[config.mk]
export PLATFORM = sky130hd
export DESIGN_NAME = prog_loader
export DESIGN_NICKNAME = d
export VERILOG_FILES = /design/src/rtl/little_cpu_pkg.sv /design/src/rtl/byte_packer.sv /design/src/rtl/prog_loader.sv
export SDC_FILE = /design/constraint.sdc
export NUM_CORES = 1
export LEC_CHECK = 0
export CAP_MARGIN = 20
export CORE_MARGIN = 2
export CORE_UTILIZATION = 50
export CTS_CLUSTER_DIAMETER = 30
export CTS_CLUSTER_SIZE = 25
export DETAILED_ROUTE_END_ITERATION = 7
export PLACE_DENSITY_LB_ADDON = 0.2
export SLEW_MARGIN = 20
export SYNTH_ARGS = -nofsm -noshare
export SYNTH_HDL_FRONTEND = slang
export SYNTH_SLANG_ARGS = --single-unit
export TNS_END_PERCENT = 10
[constraint.sdc]
create_clock -name i_clk -period 2.4 [get_ports i_clk]
set_input_delay 0.24 -clock i_clk [delete_from_list [all_inputs] [get_ports i_clk]]
set_output_delay 0.24 -clock i_clk [all_outputs]
set_load 0.02 [all_outputs]
[src/rtl/little_cpu_pkg.sv]
// Shared types for the little CPU boot path: loader FSM states and sizing constants.
package little_cpu_pkg;

  localparam int ADDR_W_DEF = 8;
  localparam int WORD_BYTES = 2;

  typedef enum logic [2:0] {
    IDLE,
    COUNT,
    HI,
    LO,
    WRITE,
    CHK,
    DONE,
    ERROR
  } loader_state_t;

  // States in which the loader pulls a byte from the stream.
  function automatic logic is_rx_state(input loader_state_t s);
    return (s == COUNT) || (s == HI) || (s == LO) || (s == CHK);
  endfunction

endpackage

[src/rtl/byte_packer.sv]
// Holds the high/low byte registers of the word being assembled and the running
// XOR of every count/data byte accepted since the last clear.
module byte_packer
  import little_cpu_pkg::*;
#(
  parameter int BITS = 8 * WORD_BYTES
) (
  input  logic            i_clk,
  input  logic            i_rst,
  input  logic            i_clr,
  input  logic            i_take_hi,
  input  logic            i_take_lo,
  input  logic            i_take_acc,
  input  logic [7:0]      i_data,
  output logic [BITS-1:0] o_word,
  output logic [7:0]      o_acc
);

  logic [7:0] hi_q, hi_d;
  logic [7:0] lo_q, lo_d;
  logic [7:0] acc_q, acc_d;

  always_comb begin
    hi_d  = hi_q;
    lo_d  = lo_q;
    acc_d = acc_q;
    if (i_clr) begin
      hi_d  = 8'h00;
      lo_d  = 8'h00;
      acc_d = 8'h00;
    end else begin
      if (i_take_hi)  hi_d  = i_data;
      if (i_take_lo)  lo_d  = i_data;
      if (i_take_acc) acc_d = acc_q ^ i_data;
    end
  end

  always_ff @(posedge i_clk) begin
    if (!i_rst) begin
      hi_q  <= 8'h00;
      lo_q  <= 8'h00;
      acc_q <= 8'h00;
    end else begin
      hi_q  <= hi_d;
      lo_q  <= lo_d;
      acc_q <= acc_d;
    end
  end

  // High byte arrives first on the stream.
  assign o_word = {hi_q, lo_q};
  assign o_acc  = acc_q;

endmodule

[src/rtl/prog_loader.sv]
// Boot loader: packs a byte stream into words, writes them from address 0 and holds
// the CPU in reset until done. Define LOADER_CHECKSUM_EN for a trailing XOR check byte.
module prog_loader
  import little_cpu_pkg::*;
#(
  parameter int BITS   = 8 * WORD_BYTES,
  parameter int ADDR_W = ADDR_W_DEF
) (
  input  logic              i_clk,
  input  logic              i_rst,
  input  logic              i_start,
  input  logic              i_rx_valid,
  input  logic [7:0]        i_rx_data,
  output logic              o_rx_ready,
  output logic              o_mem_we,
  output logic [ADDR_W-1:0] o_mem_addr,
  output logic [BITS-1:0]   o_mem_data,
  output logic              o_cpu_rst_n,
  output logic              o_busy,
  output logic              o_done,
  output logic              o_err
);

  loader_state_t     state_q, state_d;
  logic [ADDR_W-1:0] addr_q, addr_d;
  logic [ADDR_W-1:0] cnt_q, cnt_d;
  logic              rx_ready_q, rx_ready_d;
  logic              mem_we_q, mem_we_d;
  logic              cpu_rst_n_q, cpu_rst_n_d;
  logic              busy_q, busy_d;
  logic              done_q, done_d;

  logic              fire;
  logic              restart;
  logic              last_word;
  logic              clr, take_hi, take_lo, take_acc;
  logic [7:0]        chk_acc;

  assign fire = i_rx_valid && rx_ready_q;
  // A count of 0 wraps to all-ones here, which makes the full 2**ADDR_W image end
  // on the top address without the counter ever wrapping.
  assign last_word = (addr_q == (cnt_q - ADDR_W'(1)));

  always_comb begin
    state_d  = state_q;
    addr_d   = addr_q;
    cnt_d    = cnt_q;
    clr      = 1'b0;
    take_hi  = 1'b0;
    take_lo  = 1'b0;
    take_acc = 1'b0;
    restart  = 1'b0;
    case (state_q)
      IDLE: restart = i_start;
      COUNT: begin
        if (fire) begin
          cnt_d    = ADDR_W'(i_rx_data);
          take_acc = 1'b1;
          state_d  = HI;
        end
      end
      HI: begin
        if (fire) begin
          take_hi  = 1'b1;
          take_acc = 1'b1;
          state_d  = LO;
        end
      end
      LO: begin
        if (fire) begin
          take_lo  = 1'b1;
          take_acc = 1'b1;
          state_d  = WRITE;
        end
      end
      WRITE: begin
        if (last_word) begin
`ifdef LOADER_CHECKSUM_EN
          state_d = CHK;
`else
          state_d = DONE;
`endif
        end else begin
          addr_d  = addr_q + ADDR_W'(1);
          state_d = HI;
        end
      end
`ifdef LOADER_CHECKSUM_EN
      CHK: begin
        if (fire) state_d = (i_rx_data == chk_acc) ? DONE : ERROR;
      end
      ERROR: restart = i_start;
`endif
      DONE: restart = i_start;
      default: state_d = IDLE;
    endcase

    if (restart) begin
      state_d = COUNT;
      addr_d  = '0;
      clr     = 1'b1;
    end

    // Outputs are decoded from the next state so they are registered yet line up with it.
    rx_ready_d  = is_rx_state(state_d);
    mem_we_d    = (state_d == WRITE);
    busy_d      = is_rx_state(state_d) || (state_d == WRITE);
    done_d      = (state_d == DONE);
    cpu_rst_n_d = (state_d == DONE);
  end

  always_ff @(posedge i_clk) begin
    if (!i_rst) begin
      state_q     <= IDLE;
      addr_q      <= '0;
      cnt_q       <= '0;
      rx_ready_q  <= 1'b0;
      mem_we_q    <= 1'b0;
      cpu_rst_n_q <= 1'b0;
      busy_q      <= 1'b0;
      done_q      <= 1'b0;
    end else begin
      state_q     <= state_d;
      addr_q      <= addr_d;
      cnt_q       <= cnt_d;
      rx_ready_q  <= rx_ready_d;
      mem_we_q    <= mem_we_d;
      cpu_rst_n_q <= cpu_rst_n_d;
      busy_q      <= busy_d;
      done_q      <= done_d;
    end
  end

  byte_packer #(
    .BITS(BITS)
  ) u_packer (
    .i_clk     (i_clk),
    .i_rst     (i_rst),
    .i_clr     (clr),
    .i_take_hi (take_hi),
    .i_take_lo (take_lo),
    .i_take_acc(take_acc),
    .i_data    (i_rx_data),
    .o_word    (o_mem_data),
    .o_acc     (chk_acc)
  );

`ifdef LOADER_CHECKSUM_EN
  logic err_q, err_d;

  assign err_d = (state_d == ERROR);

  always_ff @(posedge i_clk) begin
    if (!i_rst) err_q <= 1'b0;
    else        err_q <= err_d;
  end

  assign o_err = err_q;
`else
  logic unused_chk_acc;

  assign unused_chk_acc = ^chk_acc;
  assign o_err          = 1'b0;
`endif

  assign o_rx_ready  = rx_ready_q;
  assign o_mem_we    = mem_we_q;
  assign o_mem_addr  = addr_q;
  assign o_cpu_rst_n = cpu_rst_n_q;
  assign o_busy      = busy_q;
  assign o_done      = done_q;

endmodule

==> metrics.yaml <==
flow_run:
  drv_cap: 0
floorplanning:
  dieArea_um2: 4270
  core_um2: 3630
  die-width_um: 65.3
  row_count: 22
  ios: 42
  fp.dieH_um: 65.3
  start_util: 0.518
yosys:
  yosys_most_used_dff: "dfxtp_1"
  synth_common_cells: "39 x dfxtp_1, 20 x a21oi_1, 18 x nor2_1"
  ys_types: 42
  ys_seq_area_frac: 0.415
  synth_cells: 220
  ys_ff_latch: 39
  yosys-top-cells-area: "dfxtp_1 42%, mux2i_1 8.5%, a21oi_1 5.3%, nor2b_1 3.7%, nor2_1 3.6%"
  syn_avg_cell_area_um2: 8.55
  yosysWarnings: 0
  yosysTopAreaCell: "dfxtp_1"
  yosysTopAreaCellShare: 0.415
  synth-edff-count: 0
  syn-cell-area_um2: 1880
  async_flop_share: 0
  syn_nets: 234
  yosysMostFrequentCell: "dfxtp_1"
route:
  drc: 0
  drt_iter0_markers: 145
  postRouteAntennaNets: 0
  viasPerCell: 5.55
  wl_per_cell_um: 14.0
  num_vias: 1758
  dr.pass1.iters: 4
  drt_wl_total_mm: 4.45
sta:
  final_max_slew_viol_count: 0
  finalHoldViolations: 0
  tns_ps: 0
  clock_skew_ps: 6.74
  slew_headroom: 0.525
  setup_viol: 0
  rsz0062_at_grt: "false"
  timing.final.crit_share: 0.923
  tightest_slew_ps: 709
  holdWs_ps: 458
  max_freq_mhz: 451
  fin_crit_ps: 2220
worst_setup_path:
  criticalPathCategory: "reg2reg"
  crit_required_ps: 2550
  crit_start: "cnt_q[1]"
  cp-start-kind: "register"
  r2r_start: "cnt_q[1]"
  path_max_fanout: 6
  critPathCaptureType: "register"
  cp.arrival_ps: 2370
grt:
  grt_start_max_net_pins: 19
  grt_first_pass_wirelength_mm: 7.51
  grt_usage: 0.228
  antenna_found_initial: 0
  grt_pass1_vias: 1593
  grt_overflow: 0
run_status:
  status: "finished clean"
cts:
  cts.htree.levels: 2
  cts_tree: "done"
  clkLatencyLatePin_ps: 290
  numCtsBuffers: 5
  path_clk_slew_ps: 80
  clock_path_buffers: 2
  cts_root_buf: "clkbuf_8"
  clock_sinks: 39
power:
  power.density_nw_per_um2: 565
  ir_worst_vdd_mv: 0.414
  finalPower_uw: 1430
  p_leak_uw: 0.000954
final_layout:
  final_area_um2: 2530
  syn_to_final_growth_pct: 34.5
  final_util: 0.696
  num-nets-final: 282
  antenna_cells: 0
  drive_gt1_frac: 0.100
placement:
  place.gp.congestion: 0.913
  io_buffers: 40
  hpwlAfterDp_mm: 3.11
  dpl-instance-area_um2: 2370
min_path:
  hold_path_class: "reg2reg"
  worstHoldStart: "u_packer.lo_q[1]"
## critical path, cell delays in order, from the launching register on
cell and delay, ps:
dfxtp_1 350, inv_1 70, ha_2 240, or3b_1 380, a211oi_2 220, o211ai_1 150
a211oi_4 290, buf_4 200, or3_1 110, a21oi_1 60
## registers in the layout, indices dropped and copies added (netlist names)
register	count
o_rx_ready	1
o_mem_addr	8
o_busy	1
state_q	3
o_done	1
cnt_q	8
u_packer.hi_q	8
o_mem_we	1
u_packer.lo_q	8
## final timing paths
kind | end | slack (ps) | cells after the start
worst max-delay path | o_mem_addr[6] | 180 | 9
worst min-delay path | u_packer.lo_q[1] | 460 | 2
worst min register to register | u_packer.lo_q[1] | 460 | 2
worst max register to register | o_mem_addr[6] | 180 | 9
## routing by layer
layer	GRT usage	wire length (um)
met4	0.0651	25
met1	0.302	2060
met5	0	0
met2	0.367	2090
met3	0.0599	264
## repair_timing
| item | in CTS | in global routing |
|---|---|---|
| buffers inserted | 0 | 2 |
| resized for setup | 0 | 2 |
| hold buffers | 0 | 0 |
| endpoints found under the setup margin | 0 | 11 |
## layout by cell type, fill, tap and decap left out, types with 4 or more instances in the layout
master,Yosys,final
clkdlybuf4s50_1,0,40
dfxtp_1,39,39
a21oi_1,20,20
nor2_1,18,18
nand2_1,16,16
mux2i_1,16,16
buf_4,2,14
nand3_1,12,12
nor2b_1,11,11
o21ai_1,7,7
nor3_1,6,6
or3_1,6,6
o21ai_0,5,5
xnor2_1,5,5
clkbuf_8,0,5
inv_1,4,4
xor2_1,4,4
o211ai_1,4,4
## metrics by stage
| stage | instances | worst slack, ps |
|---|---|---|
| floorplan | 220 | 231 |
| global route | 317 | 58.3 |
| global placement | 307 | 167 |
| detailed placement | 307 | 79.6 |
| CTS | 315 | 54.9 |
| finish | 317 | 184 |
## cell type report
class,instances,area (um2)
fill,307,1100
multi-input combinational,163,1030
timing repair buffer,54,505
inverter,5,18.8
clock inverter,3,67.6
tap,48,60.1
sequential,39,781
clock buffer,5,68.8
## cell families (layout without fill, tap and decap cells)
group / count (synthesis) / after routing / synth area share
DFF: 39 / 39 / 0.415
buffers and inverters: 18 / 67 / 0.0452
adders and majority gates: 2 / 2 / 0.0133
xor gates and xnor gates: 9 / 9 / 0.0419
and+or+nand+nor: 87 / 87 / 0.242
muxes: 16 / 16 / 0.0852
AOI/OAI and AO/OA: 48 / 48 / 0.156
other: 1 / 1 / 0.00199
## report_power, final
group          total (uW)  leakage, uW  internal, uW  switching (uW)
clock                 652    0.0000644           415             237
combinational         111     0.000574          52.9            58.3
sequential            665     0.000315           654            10.6
No activity file was read; power rests on OpenSTA's default activity.
